<file path="src/rtl/seq_divider.sv">
// ---------------------------------------------------------------------------
// seq_divider
//
// Multi-cycle 32-bit divider for the CPU's div instruction. A restoring
// shift/subtract datapath retires one quotient bit per clock. Divisions are
// signed: the quotient truncates toward zero and the remainder takes the sign
// of the dividend. A zero divisor is reported on div_zero and no division is
// started.
//
// Optional feature macro: SEQ_DIVIDER_DIVU_EN
//   When defined, an is_unsigned input is added. It is sampled together with
//   start; when it is 1 the operands are unsigned and no sign fix-up is
//   applied. Latency is the same in both modes.
//
// Ports
//   Clock       in   1  rising-edge clock
//   Reset       in   1  asynchronous, active-high reset
//   start       in   1  one-cycle request, only looked at in IDLE
//   A           in  32  dividend
//   B           in  32  divisor
//   is_unsigned in   1  (SEQ_DIVIDER_DIVU_EN only) unsigned division select
//   busy        out  1  high in CALC, FIX and DONE
//   done        out  1  one-cycle pulse, HI/LO hold the new result
//   div_zero    out  1  one-cycle pulse, request had a zero divisor
//   HI          out 32  remainder
//   LO          out 32  quotient
//
// Timing for a request accepted at edge k:
//   k        : operands latched, enter CALC
//   k+1..k+32: one iteration per edge, enter FIX at k+32
//   k+33     : HI/LO written, enter DONE (done high for that cycle)
//   k+34     : back to IDLE
// Handshake: start is a request that is honoured only while busy is low;
// there is no back-pressure, and a start seen while busy (including the
// DONE cycle) is dropped. Completion is signalled by exactly one done or
// div_zero pulse per accepted request, never both.
// ---------------------------------------------------------------------------
module seq_divider (
    input  logic        Clock,
    input  logic        Reset,
    input  logic        start,
    input  logic [31:0] A,
    input  logic [31:0] B,
`ifdef SEQ_DIVIDER_DIVU_EN
    input  logic        is_unsigned,
`endif
    output logic        busy,
    output logic        done,
    output logic        div_zero,
    output logic [31:0] HI,
    output logic [31:0] LO
);

    typedef enum logic [1:0] {
        S_IDLE = 2'd0,
        S_CALC = 2'd1,
        S_FIX  = 2'd2,
        S_DONE = 2'd3
    } state_t;

    // State register is kept as a plain named signal so checkers can bind to it.
    state_t      state_q;
    logic [4:0]  cnt_q;       // iteration index 0..31
    logic [31:0] rem_q;       // partial remainder
    logic [31:0] quo_q;       // dividend shifting out / quotient shifting in
    logic [31:0] dvs_q;       // divisor magnitude
    logic        sign_a_q;    // dividend was negative (signed mode only)
    logic        sign_b_q;    // divisor was negative (signed mode only)
    logic        busy_q;
    logic        done_q;
    logic        dz_q;
    logic [31:0] hi_q;
    logic [31:0] lo_q;

    // Mode select; the default build is always signed.
    logic uns_w;
`ifdef SEQ_DIVIDER_DIVU_EN
    assign uns_w = is_unsigned;
`else
    assign uns_w = 1'b0;
`endif

    // Operand signs and magnitudes as seen at the request edge. The negation
    // of 0x80000000 is 0x80000000, which is the correct unsigned magnitude.
    logic        a_neg_d;
    logic        b_neg_d;
    logic [31:0] a_mag_d;
    logic [31:0] b_mag_d;

    assign a_neg_d = A[31] & ~uns_w;
    assign b_neg_d = B[31] & ~uns_w;
    assign a_mag_d = a_neg_d ? (32'd0 - A) : A;
    assign b_mag_d = b_neg_d ? (32'd0 - B) : B;

    // One restoring step. The shifted remainder needs 33 bits because the
    // divisor may be as large as 0xFFFFFFFF in unsigned mode; when the trial
    // subtraction succeeds its result is below the divisor, so 32 bits hold it.
    logic [32:0] rem_shift_d;
    logic        fits_d;
    logic [31:0] sub_d;
    logic [31:0] rem_d;
    logic [31:0] quo_d;

    assign rem_shift_d = {rem_q, quo_q[31]};
    assign fits_d      = (rem_shift_d >= {1'b0, dvs_q});
    assign sub_d       = rem_shift_d[31:0] - dvs_q;
    assign rem_d       = fits_d ? sub_d : rem_shift_d[31:0];
    assign quo_d       = {quo_q[30:0], fits_d};

    // Sign fix-up applied in FIX: quotient is negative when the operand signs
    // differ, remainder follows the dividend.
    logic [31:0] lo_fix_d;
    logic [31:0] hi_fix_d;

    assign lo_fix_d = (sign_a_q ^ sign_b_q) ? (32'd0 - quo_q) : quo_q;
    assign hi_fix_d = sign_a_q ? (32'd0 - rem_q) : rem_q;

    always_ff @(posedge Clock or posedge Reset) begin
        if (Reset) begin
            state_q  <= S_IDLE;
            cnt_q    <= 5'd0;
            rem_q    <= 32'd0;
            quo_q    <= 32'd0;
            dvs_q    <= 32'd0;
            sign_a_q <= 1'b0;
            sign_b_q <= 1'b0;
            busy_q   <= 1'b0;
            done_q   <= 1'b0;
            dz_q     <= 1'b0;
            hi_q     <= 32'd0;
            lo_q     <= 32'd0;
        end else begin
            // Both flags are single-cycle pulses.
            done_q <= 1'b0;
            dz_q   <= 1'b0;

            case (state_q)
                S_IDLE: begin
                    if (start) begin
                        if (B == 32'd0) begin
                            dz_q <= 1'b1;
                        end else begin
                            quo_q    <= a_mag_d;
                            dvs_q    <= b_mag_d;
                            sign_a_q <= a_neg_d;
                            sign_b_q <= b_neg_d;
                            rem_q    <= 32'd0;
                            cnt_q    <= 5'd0;
                            busy_q   <= 1'b1;
                            state_q  <= S_CALC;
                        end
                    end
                end

                S_CALC: begin
                    rem_q <= rem_d;
                    quo_q <= quo_d;
                    cnt_q <= cnt_q + 5'd1;
                    if (cnt_q == 5'd31) begin
                        state_q <= S_FIX;
                    end
                end

                S_FIX: begin
                    lo_q    <= lo_fix_d;
                    hi_q    <= hi_fix_d;
                    done_q  <= 1'b1;
                    state_q <= S_DONE;
                end

                S_DONE: begin
                    busy_q  <= 1'b0;
                    state_q <= S_IDLE;
                end

                default: begin
                    busy_q  <= 1'b0;
                    state_q <= S_IDLE;
                end
            endcase
        end
    end

    assign busy     = busy_q;
    assign done     = done_q;
    assign div_zero = dz_q;
    assign HI       = hi_q;
    assign LO       = lo_q;

endmodule
</file>
<file path="config.mk">
export PLATFORM = sky130hd
export DESIGN_NAME = seq_divider
export DESIGN_NICKNAME = d
export VERILOG_FILES = /design/src/rtl/seq_divider.sv
export SDC_FILE = /design/constraint.sdc
export NUM_CORES = 1
export LEC_CHECK = 0
export BUFFER_PORTS_ARGS = -buffer_cell sky130_fd_sc_hd__buf_2
export CELL_PAD_IN_SITES_DETAIL_PLACEMENT = 1
export CELL_PAD_IN_SITES_GLOBAL_PLACEMENT = 2
export CORE_MARGIN = 1
export CORE_UTILIZATION = 39
export CTS_CLUSTER_SIZE = 12
export DETAILED_ROUTE_END_ITERATION = 8
export PLACE_DENSITY_LB_ADDON = 0.2
export SLEW_MARGIN = 5
export SYNTH_ARGS = -nofsm -noshare
export SYNTH_HDL_FRONTEND = slang
export SYNTH_SLANG_ARGS = --single-unit
</file>
<file path="constraint.sdc">
create_clock -name Clock -period 12 [get_ports Clock]
set_input_delay 2.4 -clock Clock [delete_from_list [all_inputs] [get_ports Clock]]
set_output_delay 2.4 -clock Clock [all_outputs]
set_load 0.1 [all_outputs]
</file>
==> results of run 1 <==
-- path summary, 6_finish.rpt --
kind	from	endpoint	slack [ns]	cells past startpoint
setup / recovery	B[10]	rem_q[30]	6.37	9
hold / removal	HI[26]	HI[26]	0.51	1
setup reg to reg	rem_q[1]	rem_q[0]	8.35	9
hold reg to reg	HI[26]	HI[26]	0.51	1
max in group asynchronous	Reset	rem_q[24]	8.68	3
min in group asynchronous	Reset	HI[21]	2.00	2
-- through the flow --
stage	worst slack (ns)	utilization	area, sq um	instances	hold slack (ns)
3_3_place_gp	6.024	0.4333	12100	1726	0.4841
6_report	6.370	0.4547	12700	1758	0.5053
4_1_cts	6.393	0.4547	12700	1758	0.5086
5_1_grt	6.075	0.4547	12700	1758	0.5226
2_1_floorplan	4.940	-	11120	1267	0.4723
3_5_place_dp	5.927	0.4333	12100	1726	0.4930
-- worst max-delay path, stage by stage --
cell and delay (ns):
buf_2 0.13, or4_1 0.57, nor4_1 0.64, nand4_1 0.39, nor2b_4 0.26, a21oi_4 0.61, buf_4 0.63, a21oi_1 0.15
a22oi_1 0.17
-- cells in the final DEF (no fill, tap or decap), types with 31 or more instances in the layout --
master   netlist  final
nor2_1       132    132
inv_1         54     53
o21ai_0      117    117
nand2_1      106    106
dfrtp_1      172    172
buf_2         11    133
o31ai_1       31     31
xnor2_1       45     45
ha_1          43     42
a21oi_1      132    132
xor2_1       105    105
-- synth_stat cells, drive strengths merged, types with 11 or more instances --
| cell | count | share of area |
|---|---|---|
| nor3 | 16 | 0.0072 |
| nand3 | 18 | 0.0081 |
| inv | 54 | 0.018 |
| mux2i | 19 | 0.017 |
| a32oi | 12 | 0.0095 |
| or2 | 12 | 0.0070 |
| xor2 | 105 | 0.083 |
| a21oi | 133 | 0.061 |
| nor2 | 132 | 0.045 |
| or4 | 17 | 0.013 |
| nand2b | 12 | 0.0068 |
| clkbuf | 45 | 0.015 |
| nand2 | 106 | 0.036 |
| dfrtp | 172 | 0.39 |
| ha | 43 | 0.048 |
| o31ai | 33 | 0.025 |
| a22oi | 11 | 0.0074 |
| o21ai | 119 | 0.054 |
| mux2 | 18 | 0.018 |
| buf | 17 | 0.0080 |
| o41ai | 23 | 0.020 |
| xnor2 | 45 | 0.035 |
-- cell families after synthesis --
group / synth area share
adders and majority gates: 0.05018
AOI/OAI and AO/OA: 0.2177
muxes: 0.03533
xor gates and xnor gates: 0.1181
and+or+nand+nor: 0.1502
DFF: 0.3870
buffers and inverters: 0.04140
-- final cells by class --
class,count,area [sq um]
multi-input cells,979,6379
clock buffers,17,425.4
repair buffers,143,740.7
well taps,378,473.0
clock inverters,15,172.7
inverters,54,207.7
flip-flops and latches,172,4304
fillers,3362,15230
-- layer usage --
metal,vias to the layer above,share of wire,GRT usage
li1,4718,-,-
met4,0,0.014,0.05474
met2,143,0.45,0.3608
met3,27,0.029,0.03215
met5,-,0,0
met1,4759,0.51,0.3305
-- flip-flops by register name, indices dropped and copies added, names as in the netlist --
signal	count
HI	32
cnt_q	5
state_q	2
sign_b_q	1
dvs_q	32
rem_q	32
sign_a_q	1
div_zero	1
quo_q	32
busy	1
done	1
LO	32
==> results.md, run 1 <==
- CTS H-Tree Depth: 4
- # DRC: 0
- Die Footprint: 0.02919 sq mm
- # rows: 61
- Die Height: 170.9 um
- Status: finished clean
- Post-cts resize count: 0
- Count of final setup violators: 0
- Setup bufs post-CTS: 0
- I/O Buffers: 133
- Arr. time, crit path: 5.99 ns
- Worst-path clk slew: 0.07 ns
- Fraction of layout cells with a size suffix above 1: 0.1609
- CTS tree: built
- Tmin final: 5.630 ns
- Initial Util: 0.3981
- RSZ-0062 raised after global routing: no
- Final worst path period share: 0.4691
- Clock Sinks: 172
- Startpoint Class: input port
- Synthesis-to-layout area growth: 14.22%
- Fin nets: 1,478
- Cell chosen for the clock root: clkbuf_16
- Routability cong.: 0.8682
- Final WL: 32,350 um
- CTS Buf Count: 17
- Crit Path Class: in -> reg
- Hpwl dp: 23,980 um
- Peak fanout along the critical path: 52
- Synth warn: 0
- Ant. Diodes: 0
- Via/cell ratio: 5.487
- Initial DRC count: 450
- First-pass GRT wire length: 52,350 um
- I/O pin count: 134
- Setup TNS: 0 ns
- Mapped cell area: 0.01112 sq mm
- Grt total ovfl: 0
- Avg WL per Cell: 18.40 um
- Post-synthesis register bit count: 172
- Critical path required time: 12.36 ns
- First-pass detailed-route iteration total: 4
- Largest net degree at the start of global routing: 88
- Worst-case clock buffer depth: 2
- Max Fclk: 0.1776 GHz
- Asr flop ratio synth: 1.000
- Hold buffers post-CTS: 0
- Slew headroom: 0.3863
- Post-synth EDFFs: 0
- Seq/Total Area, Yosys: 0.3870
- Synth Flop Type: dfrtp_1
- Final Hold Fails: 0
- Remaining antenna violation count: 0
- Clk_lat worst skew: 0.44 ns
- Crit end category: flip-flop
- Synth Area per Inst: 8.777 sq um
- Netlist cell types: 64
- Vias in the first global route: 9,495
- Total GRT Usage: 0.2291
- CORE AREA: 0.02793 sq mm
- Via count: 9,647
- Clock skew: 0.01653 ns
- Slew @ Worst Pin: 0.9206 ns
- Antenna violations before repair: 0
- Max-cap violations: 0
- Worst hold path type: reg -> reg
- Syn nets: 1,378
- Synthesized instance count: 1,267
- Max-slew violation count: 0
- DIE WIDTH: 170.9 um
Power of run 1 is not shown: default switching activity piles up to over one toggle a cycle in this logic, so the estimate is an artifact.
==> inputs of run 2 (changes only) <==
--- a/config.mk
+++ b/config.mk
@@ -9,7 +9,7 @@
 export CELL_PAD_IN_SITES_DETAIL_PLACEMENT = 1
 export CELL_PAD_IN_SITES_GLOBAL_PLACEMENT = 2
 export CORE_MARGIN = 1
-export CORE_UTILIZATION = 39
+export CORE_UTILIZATION = 36
 export CTS_CLUSTER_SIZE = 12
 export DETAILED_ROUTE_END_ITERATION = 8
 export PLACE_DENSITY_LB_ADDON = 0.2
==> constraint.sdc (replaced) <==
create_clock -name Clock -period 5.7 [get_ports Clock]
set_input_delay 1.14 -clock Clock [delete_from_list [all_inputs] [get_ports Clock]]
set_output_delay 1.14 -clock Clock [all_outputs]
set_load 0.1 [all_outputs]
==> run 2 against run 1 <==
Effect of this change:
- hold slack better by 0.0068 ns
- cell count increased by 0.68%
- clock skew down 0.0062 ns
- utilization shrank 3.1 points
- first-iteration DRC count is 3.6% higher
==> results.md, run 2 (synthesis results as in run 1) <==
- Post-cts resize count: 0 (unchanged)
- Final Hold Fails: 0 (unchanged)
- Die Footprint: 0.03160 sq mm (+8.2%)
- Avg WL per Cell: 18.62 um (+1.2%)
- First-pass GRT wire length: 53,070 um (+1.4%)
- Arr. time, crit path: 4.34 ns (-1.65 ns)
- # rows: 63 (+3.3%)
- Worst-case clock buffer depth: 2 (unchanged)
- Cell chosen for the clock root: clkbuf_16
- Max-slew violation count: 0 (unchanged)
- Fin nets: 1,478 (unchanged)
- Crit end category: flip-flop
- Area of the multi-input gates: 0.006379 sq mm (unchanged)
- CTS H-Tree Depth: 4 (unchanged)
- Final worst path period share: 0.7075
- Max-cap violations: 0 (unchanged)
- RSZ-0062 raised after global routing: no
- Clock Sinks: 172 (unchanged)
- CTS Buf Count: 17 (unchanged)
- Reg area: 0.004304 sq mm (unchanged)
- Die Height: 177.8 um (+4.0%)
- Layout fillers: 3,567 (+6.1%)
- Tmin final: 4.033 ns
- Crit path largest cell delay: 0.70 ns (+0.06 ns)
- Crit Path Class: in -> reg
- DIE WIDTH: 177.8 um (+4.0%)
- Vias in the first global route: 9,566 (+0.75%)
- Largest net degree at the start of global routing: 129 (+47%)
- Peak fanout along the critical path: 29 (-44%)
- Leading cell type in the layout, fill and taps excluded: dfrtp_1
- Critical path required time: 6.01 ns (-6.35 ns)
- Fraction of layout cells with a size suffix above 1: 0.1609 (unchanged)
- Reg2reg start: rem_q[1]
- Initial DRC count: 466 (+3.6%)
- CP delay by family, top: simple AND/OR/NAND/NOR gates
- I/O pin count: 134 (unchanged)
- # DRC: 0 (unchanged)
- Clock skew: 0.01032 ns (-0.006214 ns)
- Worst hold path type: reg -> reg
- Critical-path cell list: buf_2 -> or4_1 -> nor4_1 -> nand4_1 -> a21oi_1 -> nor2b_2 -> buf_4 -> nand2_1 -> o21ai_0
- Worst R2R Path Depth: 9 (unchanged)
- Ant. Diodes: 0 (unchanged)
- Min-Delay Endpoint: HI[30]
- Hpwl dp: 24,520 um (+2.3%)
- Final hold slack: 0.5121 ns (+0.006780 ns)
- Via count: 9,532 (-1.2%)
- CP max stage cell: nor4_1
- R2R Setup Slk: 1.97 ns (-6.38 ns)
- Status: finished clean
- Remaining antenna violation count: 0 (unchanged)
- CTS tree: built
- Setup TNS: 0 ns (unchanged)
- Clk_lat worst skew: 0.45 ns (about the same)
- Final Instance Count excl. Fillers: 1,770 (+0.68%)
- Most frequent cells in the layout: dfrtp_1 (172), buf_2 (133), nor2_1 (132), a21oi_1 (132), o21ai_0 (117)
- Max Fclk: 0.2480 GHz
- I/O Buffers: 133 (unchanged)
- Synthesis-to-layout area growth: 14.48%
- CORE AREA: 0.03003 sq mm (+7.5%)
- Buf/Inv on CP: 2 (unchanged)
- Initial Util: 0.3703 (-0.02781)
- Worst-path clk slew: 0.08 ns (about the same)
- Setup bufs post-CTS: 0 (unchanged)
- Worst Min Path Start: HI[30]
- Hold buffers post-CTS: 0 (unchanged)
- Routability cong.: 0.8455 (-2.6%)
- Startpoint Class: input port
- Antenna violations before repair: 0 (unchanged)
- Final WL: 32,960 um (+1.9%)
- Reg-to-Reg End: rem_q[25]
- Via/cell ratio: 5.385 (-1.9%)
- Placed cells: 1,738 (+0.70%)
- Slew @ Worst Pin: 1.006 ns (+0.08495 ns)
- Grt total ovfl: 0 (unchanged)
- Slew headroom: 0.3282 (-0.05804)
- First-pass detailed-route iteration total: 5 (+1)
- Total GRT Usage: 0.2157 (-0.01346)
- Count of final setup violators: 0 (unchanged)
- Hold-critical path depth: 1 (unchanged)
-- run 2: worst reg2reg max path, stage by stage, from the launching register on --
cell      delay [ns]
dfrtp_1         0.46
ha_1            0.43
o211ai_1        0.19
a21oi_1         0.11
o41a_1          0.48
o31ai_1         0.47
nand3_1         0.35
and2_1          0.43
nand2_1         0.50
o21ai_0         0.19
-- run 2: per-layer routing --
metal / up-vias / track usage / part of all wire
met5: - / 0 / 0
met4: 0 / 0.06125 / 0.018
met3: 33 / 0.03599 / 0.032
met2: 134 / 0.3237 / 0.44
met1: 4657 / 0.3158 / 0.51
li1: 4708 / - / -
-- run 2: layout make-up --
type,count,share of cell area
Clock buffer,17,0.03342
Clock inverter,15,0.01376
Inverter,54,0.01622
Multi-Input combinational cell,979,0.5010
Sequential cell,172,0.3381
Tap cell,390,0.03833
Timing Repair Buffer,143,0.05916
-- run 2: through the flow --
stage / area [sq um] / setup slack, ns / util
global placement: 12130 / 1.467 / 0.4039
detailed placement: 12130 / 1.222 / 0.4039
CTS: 12730 / 1.710 / 0.4239
floorplan: 11120 / 2.265 / -
finish: 12730 / 1.667 / 0.4239
global route: 12730 / 1.441 / 0.4239
-- run 2: how the worst max path moves through the flow --
stage / startpoint / endpoint / depth (start not counted)
after floorplan: A[8] / quo_q[29] / 8
after global placement: B[22] / rem_q[21] / 9
after detailed placement: B[12] / rem_q[13] / 9
after CTS: B[12] / rem_q[31] / 9
after global routing: B[12] / rem_q[31] / 9
final: B[12] / rem_q[25] / 9
Power of run 2 is left out for the same reason.
==> inputs of run 3 (changes only) <==
==> constraint.sdc (replaced) <==
create_clock -name Clock -period 3.8 [get_ports Clock]
set_input_delay 0.76 -clock Clock [delete_from_list [all_inputs] [get_ports Clock]]
set_output_delay 0.76 -clock Clock [all_outputs]
set_load 0.1 [all_outputs]
==> run 3 against run 2 <==
Effect of this change:
- routed wire length increased by 1.1%
- sequential share of layout area is 0.61 points lower
- design area rose by 1.8%
- largest cell class unchanged
- count of clock-buffer cells in the layout unchanged
- hold slack worse by 0.080 ns
- register-to-register slack got worse by 1.4 ns
- highest routed layer unchanged
==> results.md, run 3 (synthesis results as in run 1) <==
- Status: finished clean
- Worst R2R Path Depth: 11 (+2)
- Avg WL per Cell: 18.56 um (-0.29%)
- Reg2reg start: rem_q[1]
- Final WL: 33,320 um (+1.1%)
- Max Fclk: 0.3143 GHz
- I/O Buffers: 133 (unchanged)
- Crit Path Class: reg -> reg
- Final worst path period share: 0.8374
- Fin nets: 1,502 (+1.6%)
- # DRC: 0 (unchanged)
- Crit end category: flip-flop
- Setup TNS: 0 ns (unchanged)
- Synthesis-to-layout area growth: 16.57%
- Critical path required time: 4.11 ns (-1.90 ns)
- Cell chosen for the clock root: clkbuf_16
- CTS tree: built
- Clock skew: 0.01998 ns (+0.009667 ns)
- Placed cells: 1,762 (+1.4%)
- R2R Setup Slk: 0.62 ns (-1.35 ns)
- Hold buffers post-CTS: 0 (unchanged)
- Arr. time, crit path: 3.49 ns (-0.85 ns)
- I/O pin count: 134 (unchanged)
- RSZ-0062 raised after global routing: no
- Peak fanout along the critical path: 9 (-69%)
- Worst-case clock buffer depth: 2 (unchanged)
- DIE WIDTH: 177.8 um (unchanged)
- Cell area after layout: 0.01296 sq mm (+1.8%)
- Initial Util: 0.3703 (unchanged)
- Max-cap violations: 0 (unchanged)
- Hpwl dp: 25,450 um (+3.8%)
- Clk_lat worst skew: 0.44 ns (about the same)
- Area of the multi-input gates: 0.006379 sq mm (unchanged)
- Remaining antenna violation count: 0 (unchanged)
- First-pass detailed-route iteration total: 4 (-1)
- Layout fillers: 3,550 (-0.48%)
- Slew headroom: 0.3185 (-0.009708)
- Count of final setup violators: 0 (unchanged)
- Clock Sinks: 172 (unchanged)
- Slew @ Worst Pin: 1.022 ns (+0.01668 ns)
- Setup bufs post-CTS: 0 (unchanged)
- Total GRT Usage: 0.2156 (about the same)
- Antenna violations before repair: 1 (+1)
- Worst hold path type: in -> async
- Post-cts resize count: 0 (unchanged)
- Vias in the first global route: 9,562 (-0.042%)
- Max-slew violation count: 0 (unchanged)
- Placed cell area: 0.01235 sq mm (+1.8%)
- Final Hold Fails: 0 (unchanged)
- Worst-path clk slew: 0.08 ns (about the same)
- Routability cong.: 0.8725 (+3.2%)
- Largest net degree at the start of global routing: 66 (-49%)
- CORE AREA: 0.03003 sq mm (unchanged)
- Final Instance Count excl. Fillers: 1,795 (+1.4%)
- Most frequent cells in the layout: dfrtp_1 (172), buf_2 (133), nor2_1 (132), a21oi_1 (132), o21ai_0 (117)
- Tmin final: 3.182 ns
- Die Height: 177.8 um (unchanged)
- Die Footprint: 0.03160 sq mm (unchanged)
- Initial DRC count: 419 (-10%)
- Via/cell ratio: 5.441 (+1.0%)
- Reg-to-Reg End: rem_q[1]
- Via count: 9,767 (+2.5%)
- First-pass GRT wire length: 53,190 um (+0.22%)
- Leading cell type in the layout, fill and taps excluded: dfrtp_1
- Startpoint Class: flip-flop
- Reg area: 0.004304 sq mm (unchanged)
- CTS Buf Count: 17 (unchanged)
- CTS H-Tree Depth: 4 (unchanged)
- Fraction of layout cells with a size suffix above 1: 0.1752 (+0.01434)
- Grt total ovfl: 0 (unchanged)
- # rows: 63 (unchanged)
## run 3: changes by cell type in the layout (fill, tap and decap cells not counted), sizes merged
cell / delta
bufinv: -1
buf: +24
clkinv: +1
diode: +1
## run 3: worst max path at each step
stage,slack (ns),start,cells after the start,end
finish,0.62,rem_q[1],11,rem_q[1]
global route,0.40,quo_q[31],12,rem_q[30]
CTS,0.63,quo_q[31],12,rem_q[30]
detailed placement,0.24,B[12],9,rem_q[24]
global placement,0.46,B[14],9,rem_q[21]
floorplan,0.75,A[8],8,quo_q[29]
## run 3: area by class of cell
| cell class | count | area share |
|---|---|---|
| antenna | 1 | 0.0001930 |
| clock buffer | 17 | 0.03282 |
| clock inverter | 15 | 0.01448 |
| inverter | 54 | 0.01593 |
| multi-input combinational | 979 | 0.4920 |
| sequential | 172 | 0.3320 |
| tap | 390 | 0.03764 |
| timing repair buffer | 167 | 0.07490 |
## run 3: per-layer routing
layer  track usage  vias up  part of all wire
met2        0.3285      178              0.45
met3       0.03021       35             0.034
met5             0        -                 0
met1        0.3172     4786              0.50
met4       0.05662        0             0.018
li1              -     4768                 -
## run 3: worst max-delay path: stages (launching register included)
cell and delay, ns:
dfrtp_1 0.45, ha_1 0.42, o211ai_1 0.19, a21oi_1 0.12
o41a_1 0.51, o31ai_1 0.28, buf_4 0.18, nand3_1 0.15
and2_1 0.24, buf_4 0.20, a21oi_1 0.20, o22ai_1 0.11
## run 3: stage by stage
step	setup slack [ns]	hold WS, ns	utilization
after global placement	0.4618	0.4866	0.4112
after global routing	0.4013	0.4664	0.4317
after detailed placement	0.2371	0.4937	0.4112
final	0.6178	0.4321	0.4317
after floorplan	0.7454	0.4723	-
after CTS	0.6266	0.4488	0.4316
Power of run 3 is left out for the same reason.
